File: config.mk
export PLATFORM = sky130hd
export DESIGN_NAME = trace_fifo
export DESIGN_NICKNAME = d
export VERILOG_FILES = /design/src/rtl/trace_pkg.sv /design/src/rtl/trace_fifo.sv
export SDC_FILE = /design/constraint.sdc
export NUM_CORES = 1
export LEC_CHECK = 0
export ABC_AREA = 0
export BUFFER_PORTS_ARGS = -buffer_cell sky130_fd_sc_hd__buf_4
export CAP_MARGIN = 5
export CORE_ASPECT_RATIO = 1.2
export CORE_UTILIZATION = 40
export CTS_BUF_LIST = sky130_fd_sc_hd__clkbuf_16
export CTS_CLUSTER_SIZE = 30
export DETAILED_ROUTE_END_ITERATION = 6
export GPL_TIMING_DRIVEN = 0
export SETUP_SLACK_MARGIN = 0.15
export SLEW_MARGIN = 20
export SYNTH_ARGS = -nofsm -noshare
export SYNTH_HDL_FRONTEND = slang
export SYNTH_SLANG_ARGS = --single-unit
File: constraint.sdc
create_clock -name clk -period 21.1 [get_ports clk]
set_input_delay 5.275 -clock clk [delete_from_list [all_inputs] [get_ports clk]]
set_output_delay 5.275 -clock clk [all_outputs]
set_load 0.02 [all_outputs]
File: src/rtl/trace_pkg.sv
// Shared types for the golden retire-trace checker: FSM states, failure
// causes, the retire record layout and the record comparator.
package trace_pkg;

  typedef enum logic [1:0] {
    ST_IDLE,
    ST_RUN,
    ST_PASS,
    ST_FAIL
  } state_t;

  typedef enum logic [2:0] {
    FF_NONE     = 3'd0,
    FF_PC       = 3'd1,
    FF_INSTR    = 3'd2,
    FF_WE       = 3'd3,
    FF_WADDR    = 3'd4,
    FF_OVERFLOW = 3'd5,
    FF_WDATA    = 3'd6
  } fail_field_t;

  typedef struct packed {
    logic [31:0] pc;
    logic [31:0] instr;
    logic        we;
    logic [4:0]  waddr;
    logic [31:0] wdata;
  } retire_rec_t;

  // First differing field in priority order; r0 writes never compare wdata.
  function automatic fail_field_t compare_rec(retire_rec_t act, retire_rec_t exp);
    fail_field_t f;
    f = FF_NONE;
    if (act.pc != exp.pc)                                 f = FF_PC;
    else if (act.instr != exp.instr)                      f = FF_INSTR;
    else if (act.we != exp.we)                            f = FF_WE;
    else if (act.we && (act.waddr != exp.waddr))          f = FF_WADDR;
    else if (act.we && (act.waddr != 5'd0) &&
             (act.wdata != exp.wdata))                    f = FF_WDATA;
    return f;
  endfunction

  function automatic logic [31:0] field_expect(fail_field_t f, retire_rec_t exp);
    case (f)
      FF_PC:    return exp.pc;
      FF_INSTR: return exp.instr;
      FF_WE:    return {31'b0, exp.we};
      FF_WADDR: return {27'b0, exp.waddr};
      FF_WDATA: return exp.wdata;
      default:  return 32'd0;
    endcase
  endfunction

endpackage

File: src/rtl/trace_fifo.sv
// Registered FIFO of retire records; a pushed entry is visible at the head
// no earlier than the following cycle. Push while full is accepted only with a pop.
module trace_fifo
  import trace_pkg::*;
#(
  parameter int DEPTH = 8
) (
  input  logic        clk,
  input  logic        reset,
  input  logic        push_i,
  input  retire_rec_t data_i,
  input  logic        pop_i,
  output retire_rec_t head_o,
  output logic        full_o,
  output logic        empty_o
);

  localparam int AW = $clog2(DEPTH);

  logic [AW:0] wr_ptr_q, wr_ptr_d;
  logic [AW:0] rd_ptr_q, rd_ptr_d;
  logic        wr_en, rd_en;
  retire_rec_t mem_q [DEPTH];

  assign empty_o = (wr_ptr_q == rd_ptr_q);
  assign full_o  = (wr_ptr_q[AW] != rd_ptr_q[AW]) &&
                   (wr_ptr_q[AW-1:0] == rd_ptr_q[AW-1:0]);

  assign wr_en = push_i && (!full_o || pop_i);
  assign rd_en = pop_i && !empty_o;

  assign wr_ptr_d = wr_ptr_q + {{AW{1'b0}}, wr_en};
  assign rd_ptr_d = rd_ptr_q + {{AW{1'b0}}, rd_en};
  assign head_o   = mem_q[rd_ptr_q[AW-1:0]];

  // NOTE: sequential state uses non-blocking assignments so every flop samples pre-edge values.
  always_ff @(posedge clk) begin
    if (reset) begin
      wr_ptr_q <= '0;
      rd_ptr_q <= '0;
    end else begin
      wr_ptr_q <= wr_ptr_d;
      rd_ptr_q <= rd_ptr_d;
    end
  end

  // NOTE: storage is not reset; the pointers alone define which entries are valid.
  always_ff @(posedge clk) begin
    if (wr_en) mem_q[wr_ptr_q[AW-1:0]] <= data_i;
  end

endmodule

=== Word level (Yosys, flattened, before mapping) ===
Memories as Yosys holds them, arrays and structs flattened. A register that Yosys moved wholly into a read port is not among the register bits.
Index checks and enable logic that the tools add are counted.

* Flip-flop bits (word level): 8
* Memory bits (writable): 816
* Input bits: 106
* Output and inout bits: 104
* Logic and storage cells: 17
* Memories: 1

{| class="wikitable"
|+ Memories
! memory !! words !! bits a word !! read ports !! clocked after memory_dff !! write ports !! RTL line !! source
|-
| mem_q || 8 || 102 || 1 || 1 || 1 || trace_fifo.sv:23 || <nowiki>retire_rec_t mem_q [DEPTH];</nowiki>
|}

* Add/subtract/negate cells: 2
* Equality and inequality tests: 3
* Muxes and demuxes: 3
* Reductions and logical operators: 6

{| class="wikitable"
|+ Operators with widths
! cell !! number
|-
| adder 4 x 1 -> 4 bit || 2
|-
| == test 4 bit || 1
|-
| == test 3 bit || 1
|-
| logical AND 1 bit || 3
|-
| two-way mux 3 bit || 1
|-
| logical NOT 1 bit || 2
|-
| two-way mux 1 bit || 2
|-
| logical OR 1 bit || 1
|-
| != test 1 bit || 1
|}

=== Depth between registers and ports, before layout ===
Gate-level depths: netlist of run 1.

* Depth in word-level cells: 7
* Mapped depth: 8
* Mapped depth without buffers: 7

=== Least setup slack after synthesis of run 1 ===
Ideal clock, no wire load.

* Path kind: input to register
* Start point: in push_i
* End point: mem mem_q[1][0] (netlist bit) (enable)
* Library setup time: 1.105 ns
* Arrival: 21.149 ns
* Data required time: 19.995 ns
* Slack: -1.154 ns
* Stages on the path: 2
* Path buffers: 0
* Cells stage by stage: nand2_1 > a2111oi_0

* Longest elaborated chain between the ends: 3

{| class="wikitable"
|+ RTL lines
! element !! RTL line !! source
|-
| start, declared || trace_fifo.sv:10 || <nowiki>input logic push_i,</nowiki>
|-
| logical AND 1 bit || trace_fifo.sv:29 || <nowiki>assign wr_en = push_i && (!full_o || pop_i);</nowiki>
|-
| two-way mux 1 bit || trace_fifo.sv:49 || <nowiki>if (wr_en) mem_q[wr_ptr_q[AW-1:0]] <= data_i;</nowiki>
|-
| two-way mux 1 bit (implied by the code) || trace_fifo.sv:49 ||
|-
| end, declared || trace_fifo.sv:23 ||
|}

No other way between the ends.

==> results of run 1 <==
-- final cells by class --
class | instances | share of cell area
buffer | 70 | 0.01169
tap | 1017 | 0.03350
timing repair buffer | 355 | 0.07524
clock buffer | 84 | 0.05534
multi-input combinational | 553 | 0.1615
clock inverter | 66 | 0.01308
inverter | 2 | 0.0001977
antenna | 1 | 0.00006588
sequential | 824 | 0.6494
-- routing by layer --
layer / part of all wire / track usage / routed length [um]
met1: 0.43 / 0.2398 / 30250
met2: 0.50 / 0.3032 / 35530
met3: 0.048 / 0.03547 / 3400
met4: 0.020 / 0.05316 / 1422
met5: 0.00075 / 0 / 53
-- worst min-delay path by stage --
| stage | slack [ns] | cells after the start | from | end |
|---|---|---|---|---|
| global placement | 0.56 | 2 | wr_ptr_q[3]$_SDFF_PP0_ | wr_ptr_q[3]$_SDFF_PP0_ |
| floorplan | 0.54 | 2 | wr_ptr_q[3]$_SDFF_PP0_ | wr_ptr_q[3]$_SDFF_PP0_ |
| CTS | 0.59 | 2 | wr_ptr_q[3]$_SDFF_PP0_ | wr_ptr_q[3]$_SDFF_PP0_ |
| detailed placement | 0.57 | 2 | wr_ptr_q[3]$_SDFF_PP0_ | wr_ptr_q[3]$_SDFF_PP0_ |
| finish | 0.59 | 2 | wr_ptr_q[3]$_SDFF_PP0_ | wr_ptr_q[3]$_SDFF_PP0_ |
| global route | 0.65 | 2 | wr_ptr_q[3]$_SDFF_PP0_ | wr_ptr_q[3]$_SDFF_PP0_ |
-- registers in the layout, indices dropped and copies added (netlist names) --
name / count
rd_ptr_q: 4
mem_q: 816
wr_ptr_q: 4
-- kinds of logic after synthesis --
kind of cell    count (synthesis)  synth area share
mux                           204            0.1474
flops                         824            0.7911
compound gates                 10          0.002408
simple gates                  326           0.04054
fa+ha+maj                       4          0.001605
buf+inv                        72           0.01441
xor+xnor                        9          0.002528
-- worst max-delay path, stage by stage (launching register included) --
cell	delay, ns
dfxtp_1	0.33
buf_2	0.27
clkinv_1	0.35
clkbuf_2	0.46
clkbuf_1	0.43
nand2_1	0.15
nand2_1	0.14
buf_4	0.19
-- power by group --
part	switching [mW]	total, mW	internal (mW)
logic	0.319	0.594	0.275
clock network	0.601	1.40	0.799
registers	0.00853	1.85	1.84
-- cells in the mapped netlist (3+ instances only) --
library cell  number
xnor2_1            4
mux4_2           204
nor2b_1            4
buf_2             20
buf_4              3
xor2_1             5
nor2_1             6
buf_6             19
ha_1               4
edfxtp_1         816
a2111oi_0          4
dfxtp_1            8
nand2_1          310
clkbuf_1          19
nand3_1            3
buf_1              9
-- cell usage in the layout (no fill, tap or decap), drive strengths merged, types with 5 or more instances in the layout --
cell / n
nand2: 310
bufinv: 6
buf: 406
nor2: 6
mux4: 204
xor2: 5
clkinv: 36
edfxtp: 816
inv: 22
clkbuf: 103
dfxtp: 8
==> implementation parameters, run 1 <==
Parameter                              Value

Detailed routing
  Routed wire length    70660 um
  Number of antenna-violating nets in the routed design    0
  Number of vias per cell after detailed routing    a little over 5
  Number of detailed-routing iterations run before antenna repair    5
  Number of DRC violations after detailed-routing iteration 0    1005
  Via count    15140
  Number of DRC violations after detailed routing    0
  Drt wl/cell    23.77 um

Clock network
  Clock latency on the worst-skew pair    0.62 ns
  Clock tree from TritonCTS    yes
  Post-CTS Resized    0
  Number of buffers created by CTS    81
  Num Clock Sinks    824
  Clock-pin slew reported for the worst setup and hold paths after clock tree synthesis    0.06 ns
  Clock tree buffer depth    3
  Cts hold-fix bufs    0
  Count of H-tree levels built during CTS    3
  Post-CTS Repair Setup Buffers    0
  Clock Tree Root    clkbuf_16

Synth
  Largest cells by area after synthesis    edfxtp_1, mux4_2, nand2_1, buf_6, dfxtp_1
  Post-synth cell types    25
  Post-synth net total    1559
  Fraction of post-synthesis cell area in the top cell type by area    0.7860
  Avg Inst Size Synth    21.51 sq um
  Top_reg_cell synth    edfxtp_1
  Yosys top cell by area    edfxtp_1
  Share of async-settable or async-resettable flops after synthesis    0
  Seq cells post-synth    around 800
  Number of cells produced by synthesis    1449
  Seq/Total Area, Yosys    0.7911
  Area of the mapped netlist    0.03117 sq mm
  YS warnings    0
  Count of flip-flops with a built-in enable after synthesis    between 800 and 900

Global route
  Vias in the first global route    16090
  Pin count of the biggest net entering global routing    18
  Global route total overflow    0
  Global-route total usage across every layer    0.1809
  Global-route wire length before repair    around 100000 um
  Initial antenna violation count    4

Finish
  Footprint of the multi-input gates    0.006135 sq mm
  Post-route insts no fill    about 3000
  Area grow syn2layout    21.83%
  Utilization after layout    0.4945
  Fraction of layout instances using a drive strength above 1    0.3715
  Fillers    approximately 6300
  Final instance area    0.03798 sq mm
  Net count, final    1997
  Register Area    around 0.025 sq mm

STA
  Achievable frequency    0.1218 GHz
  Headroom to the max-slew limit    0.3532
  Setup repair after global routing missed its margin    false
  Final hold vios    0
  Count of endpoints failing setup in the final report    0
  Post-route minimum period    between 8 and 9 ns
  Final period utilization    0.3890
  Worst slew pin tran    0.9683 ns
  Number of slew-limit violations in the final report    0
  Setup slack of the critical path after layout    12.89 ns
  Final setup skew    0.01717 ns
  Worst-case hold slack    about 0.59 ns
  Final TNS setup    0 ns

Hold path
  Hold Crit Class    register to register

Die
  Horiz. Die Dim    approximately 260 um
  Starting utilization of the core area    0.4059
  Count of standard-cell rows    111
  Number of top-level pins    210
  Vertical die dimension    307.8 um
  Die footprint    0.07906 sq mm
  Core ar.    between 0.07 and 0.08 sq mm

Critical path
  Setup crit end kind    primary output
  Critical register-to-register path startpoint    rd_ptr_q[1]$_SDFF_PP0_
  Data required time at the worst endpoint    15.83 ns
  Path type of the worst setup path    register to primary output
  Launching instance or port of the critical path    rd_ptr_q[1]$_SDFF_PP0_
  Startpoint Class    register
  Worst EP arrival    just under 3 ns
  Top fanout value on the critical path    10
  Capture point of the worst path    head_o[41]
  Worst reg2reg endpoint    mem_q[5][51]$_DFFE_PP_
  R2R depth    9
  Worst R2R Setup Slack    17.72 ns

Job
  Count of max-cap constraint violations    0

Placed design
  Routability cong.    0.6995
  Estimated wirelength of the detail-placed design    48520 um
  Cell area after placement    roughly 0.035 sq mm
  Buffers added on ports    209
  Cell count after placement    2821
  Pre-CTS setup slack    13.17 ns

Status
  Run status    finished clean

Power and ir drop
  Power per cell area    about 100 mW/mm^2
  Leak    13.06 nW
  Sum of internal, switching and leakage power    3.843 mW
  Worst voltage drop across the vdd grid    0.00006343 V
Note: power is estimated with default switching activity, not from simulation.
==> run 2, diff against run 1 <==
--- a/config.mk
+++ b/config.mk
@@ -5,7 +5,7 @@
 export SDC_FILE = /design/constraint.sdc
 export NUM_CORES = 1
 export LEC_CHECK = 0
-export ABC_AREA = 0
+export ABC_AREA = 1
 export BUFFER_PORTS_ARGS = -buffer_cell sky130_fd_sc_hd__buf_4
 export CAP_MARGIN = 5
 export CORE_ASPECT_RATIO = 1.2
==> constraint.sdc (replaced) <==
create_clock -name clk -period 7.35 [get_ports clk]
set_input_delay 1.8375 -clock clk [delete_from_list [all_inputs] [get_ports clk]]
set_output_delay 1.8375 -clock clk [all_outputs]
set_load 0.02 [all_outputs]
==> implementation parameters, run 2 <==
Parameter                              Value

Synth
  YS warnings    0 (unchanged)
  Area of the mapped netlist    0.03170 sq mm (+1.7%)
  Seq/Total Area, Yosys    0.7779 (-0.01321)
  Post-synth net total    2483 (+59%)
  Count of flip-flops with a built-in enable after synthesis    816 (unchanged)
  Number of cells produced by synthesis    2373 (+64%)
  Largest cells by area after synthesis    edfxtp_1, o21ai_0, nor2_1, o22ai_1, nand2_1
  Fraction of post-synthesis cell area in the top cell type by area    0.7729 (-0.01312)
  Post-synth cell types    23 (-8.0%)
  Cell with the most instances after synthesis    edfxtp_1
  Share of async-settable or async-resettable flops after synthesis    0 (unchanged)
  Top cell types by occurrence after synthesis    edfxtp_1, nor2_1, o21ai_0
  Top_reg_cell synth    edfxtp_1
  Seq cells post-synth    824 (unchanged)
  Yosys top cell by area    edfxtp_1
  Avg Inst Size Synth    13.36 sq um (-38%)

STA
  Headroom to the max-slew limit    0.2620 (-0.09125)
  Final hold vios    0 (unchanged)
  Final setup skew    0.01648 ns (-0.0006957 ns)
  Setup repair after global routing missed its margin    false
  Post-route minimum period    4.946 ns
  Number of slew-limit violations in the final report    0 (unchanged)
  Setup slack of the critical path after layout    2.404 ns (-10.49 ns)
  Count of endpoints failing setup in the final report    0 (unchanged)
  Achievable frequency    a little over 0.2 GHz
  Worst-case hold slack    0.5000 ns (-0.09199 ns)
  Final period utilization    0.6730
  Worst slew pin tran    1.107 ns (+0.1388 ns)

Finish
  Net count, final    2819 (+41%)
  Commonest non-fill, non-tap cell in the layout    edfxtp_1
  Leading cell types in the layout, fill and taps excluded    edfxtp_1, nor2_1, o21ai_0
  Post-route insts no fill    3798 (+28%)
  Utilization after layout    0.4905 (-0.004040)
  Fraction of layout instances using a drive strength above 1    0.1560 (-0.2156)
  Max reg flops    816 (unchanged)
  Area grow syn2layout    20.76%

Power and ir drop
  Internal    8.192 mW (+180%)
  Net Switching    3.032 mW (+230%)
  Share of total power consumed by net switching    0.2701 (+0.02853)
  Leak    13.32 nW (+2.0%)
  Power per cell area    293.2 mW/mm^2 (+190%)
  Worst voltage drop across the vdd grid    0.0001501 V (+140%)
  Flop pwr share    0.473 (-0.008)
  Share of power burned in combinational logic    0.171 (+0.016)
  Clock power share    0.356 (-0.008)

Die
  Die footprint    0.08039 sq mm (+1.7%)
  Starting utilization of the core area    0.4062 (about the same)
  Horiz. Die Dim    259 um (+0.84%)
  Vertical die dimension    310.4 um (+0.84%)
  Count of standard-cell rows    112 (+0.90%)
  Number of top-level pins    210 (unchanged)
  Core ar.    0.07805 sq mm (+1.6%)

Detailed routing
  Via count    20780 (+37%)
  Number of detailed-routing iterations run before antenna repair    5 (unchanged)
  Number of vias per cell after detailed routing    5.472 (+7.4%)
  Detailed route wirelength on metal3    6468 um (+90%)
  Routed wire length    89050 um (+26%)
  Number of DRC violations after detailed-routing iteration 0    1897 (+89%)
  Wire length on met1    34850 um (+15%)
  Top Layer Used    met5
  Drt wl/cell    23.45 um (-1.4%)
  Wire length on met2    44990 um (+27%)
  Number of antenna-violating nets in the routed design    0 (unchanged)
  Number of DRC violations after detailed routing    0 (unchanged)

Global route
  Global route total overflow    0 (unchanged)
  Global-route total usage across every layer    0.2188 (+0.03791)
  Initial antenna violation count    10 (+6)
  Vias in the first global route    20540 (+28%)
  Pin count of the biggest net entering global routing    23 (+5)
  Global-route wire length before repair    129400 um (+24%)

Clock network
  Post-CTS Repair Setup Buffers    0 (unchanged)
  Post-CTS Resized    0 (unchanged)
  Clock tree from TritonCTS    yes
  Cts hold-fix bufs    0 (unchanged)
  Num Clock Sinks    824 (unchanged)
  Clock tree buffer depth    3 (unchanged)
  Clock latency on the worst-skew pair    0.63 ns (about the same)
  Clock-pin slew reported for the worst setup and hold paths after clock tree synthesis    0.06 ns (about the same)
  Number of buffers created by CTS    79 (-2.5%)
  Clock Tree Root    clkbuf_16
  Count of H-tree levels built during CTS    3 (unchanged)

Critical path
  Worst-path cell with the longest stage delay    clkbuf_1
  Worst EP arrival    3.11 ns (+0.18 ns)
  Launching instance or port of the critical path    rd_ptr_q[2]$_SDFF_PP0_
  Setup crit end kind    primary output
  Cells along the critical path    buf_2, inv_1, clkbuf_1, clkbuf_1, nand2_1, nand2_1, buf_4
  Highest cell delay on the worst timing path    0.82 ns (+0.36 ns)
  Startpoint Class    register
  Top fanout value on the critical path    10 (unchanged)
  Path type of the worst setup path    register to primary output
  Critical register-to-register path startpoint    rd_ptr_q[0]$_SDFF_PP0_
  Data required time at the worst endpoint    5.51 ns (-10.32 ns)
  R2R depth    11 (+2)

Placed design
  Buffers added on ports    208 (-0.48%)
  Routability cong.    0.7798 (+11%)
  Pre-CTS setup slack    3.103 ns (-10.07 ns)
  Estimated wirelength of the detail-placed design    57500 um (+19%)
  Cell count after placement    3654 (+30%)

Hold path
  Hold Crit Class    register to register
  Worst Hold Path Cells    2 (unchanged)
  Worst hold path startpoint    wr_ptr_q[3]$_SDFF_PP0_

Status
  Run status    finished clean

Job
  Count of max-cap constraint violations    0 (unchanged)
==> run 2: cell types whose count changed in the layout (fill, tap and decap cells not counted), sizes merged, moves of 4 or more <==
| cell | delta |
|---|---|
| nor2 | +419 |
| o21ai | +408 |
| nor2b | -4 |
| nand3 | +7 |
| clkinv | -6 |
| clkbuf | +81 |
| buf | -91 |
| a2111oi | -4 |
| mux4 | -204 |
| inv | +9 |
| o22ai | +204 |
| xor2 | -4 |
| nand2 | +6 |
==> run 2: logic make-up (layout without fill, tap and decap cells) <==
kind of cell	after synthesis	in the layout	synth area share
AO/OA/AOI/OAI	614	614	0.1050
buffers and inverters	172	569	0.02423
adder cells (fa/ha/maj)	4	4	0.001579
other	0	2	0
AND/OR/NAND/NOR	755	755	0.09018
flip-flops	824	824	0.7779
XOR/XNOR	4	4	0.001105
==> run 2: per-stage QoR <==
| step | TNS, ns | power (mW) | area [sq um] |
|---|---|---|---|
| 6_report | 0 | 11.22 | 38290 |
| 5_1_grt | 0 | 11.61 | 38290 |
| 4_1_cts | 0 | 11.29 | 38280 |
| 3_5_place_dp | 0 | 7.341 | 35740 |
| 3_3_place_gp | -3212.78 | 7.290 | 34550 |
| 2_1_floorplan | 0 | 6.442 | 31700 |
==> run 2: final timing paths <==
path	endpoint	slack, ns
max reg2reg	mem_q[5][65]$_DFFE_PP_	3.85
min	wr_ptr_q[3]$_SDFF_PP0_	0.50
min reg2reg	wr_ptr_q[3]$_SDFF_PP0_	0.50
max	head_o[67]	2.40
==> run 2: power by group through the flow <==
stage | Clock, mW | Sequential, mW | Combinational (mW)
6_report | 3.99 | 5.31 | 1.92
5_1_grt | 4.22 | 5.32 | 2.08
4_1_cts | 4.04 | 5.31 | 1.94
3_5_place_dp | 0 | 5.41 | 1.93
3_3_place_gp | 0 | 5.45 | 1.84
2_1_floorplan | 0 | 5.42 | 1.02
==> run 2: layout make-up <==
type / instances / area, sq um
inverters: 12 / 45.04
multi-input cells: 1377 / 6332
clock inverters: 58 / 442.9
well taps: 1026 / 1284
repair buffers: 255 / 2688
fillers: 6566 / 39770
flip-flops and latches: 824 / 24660
plain buffers: 160 / 723.2
diodes: 2 / 5.005
clock buffers: 84 / 2102
==> run 2: worst max-delay path, delay by kind of cell, from the launching register on <==
kind / cells / cell delay, ns
AND/OR/NAND/NOR: 2 / 0.29
flip-flops: 1 / 0.29
buffers and inverters: 5 / 1.88
==> run 2: metal layers <==
metal / GRT usage / vias up
met5: 0 / -
met4: 0.07830 / 16
met3: 0.04065 / 167
met2: 0.3758 / 862
met1: 0.2762 / 10330
li1: - / 9404
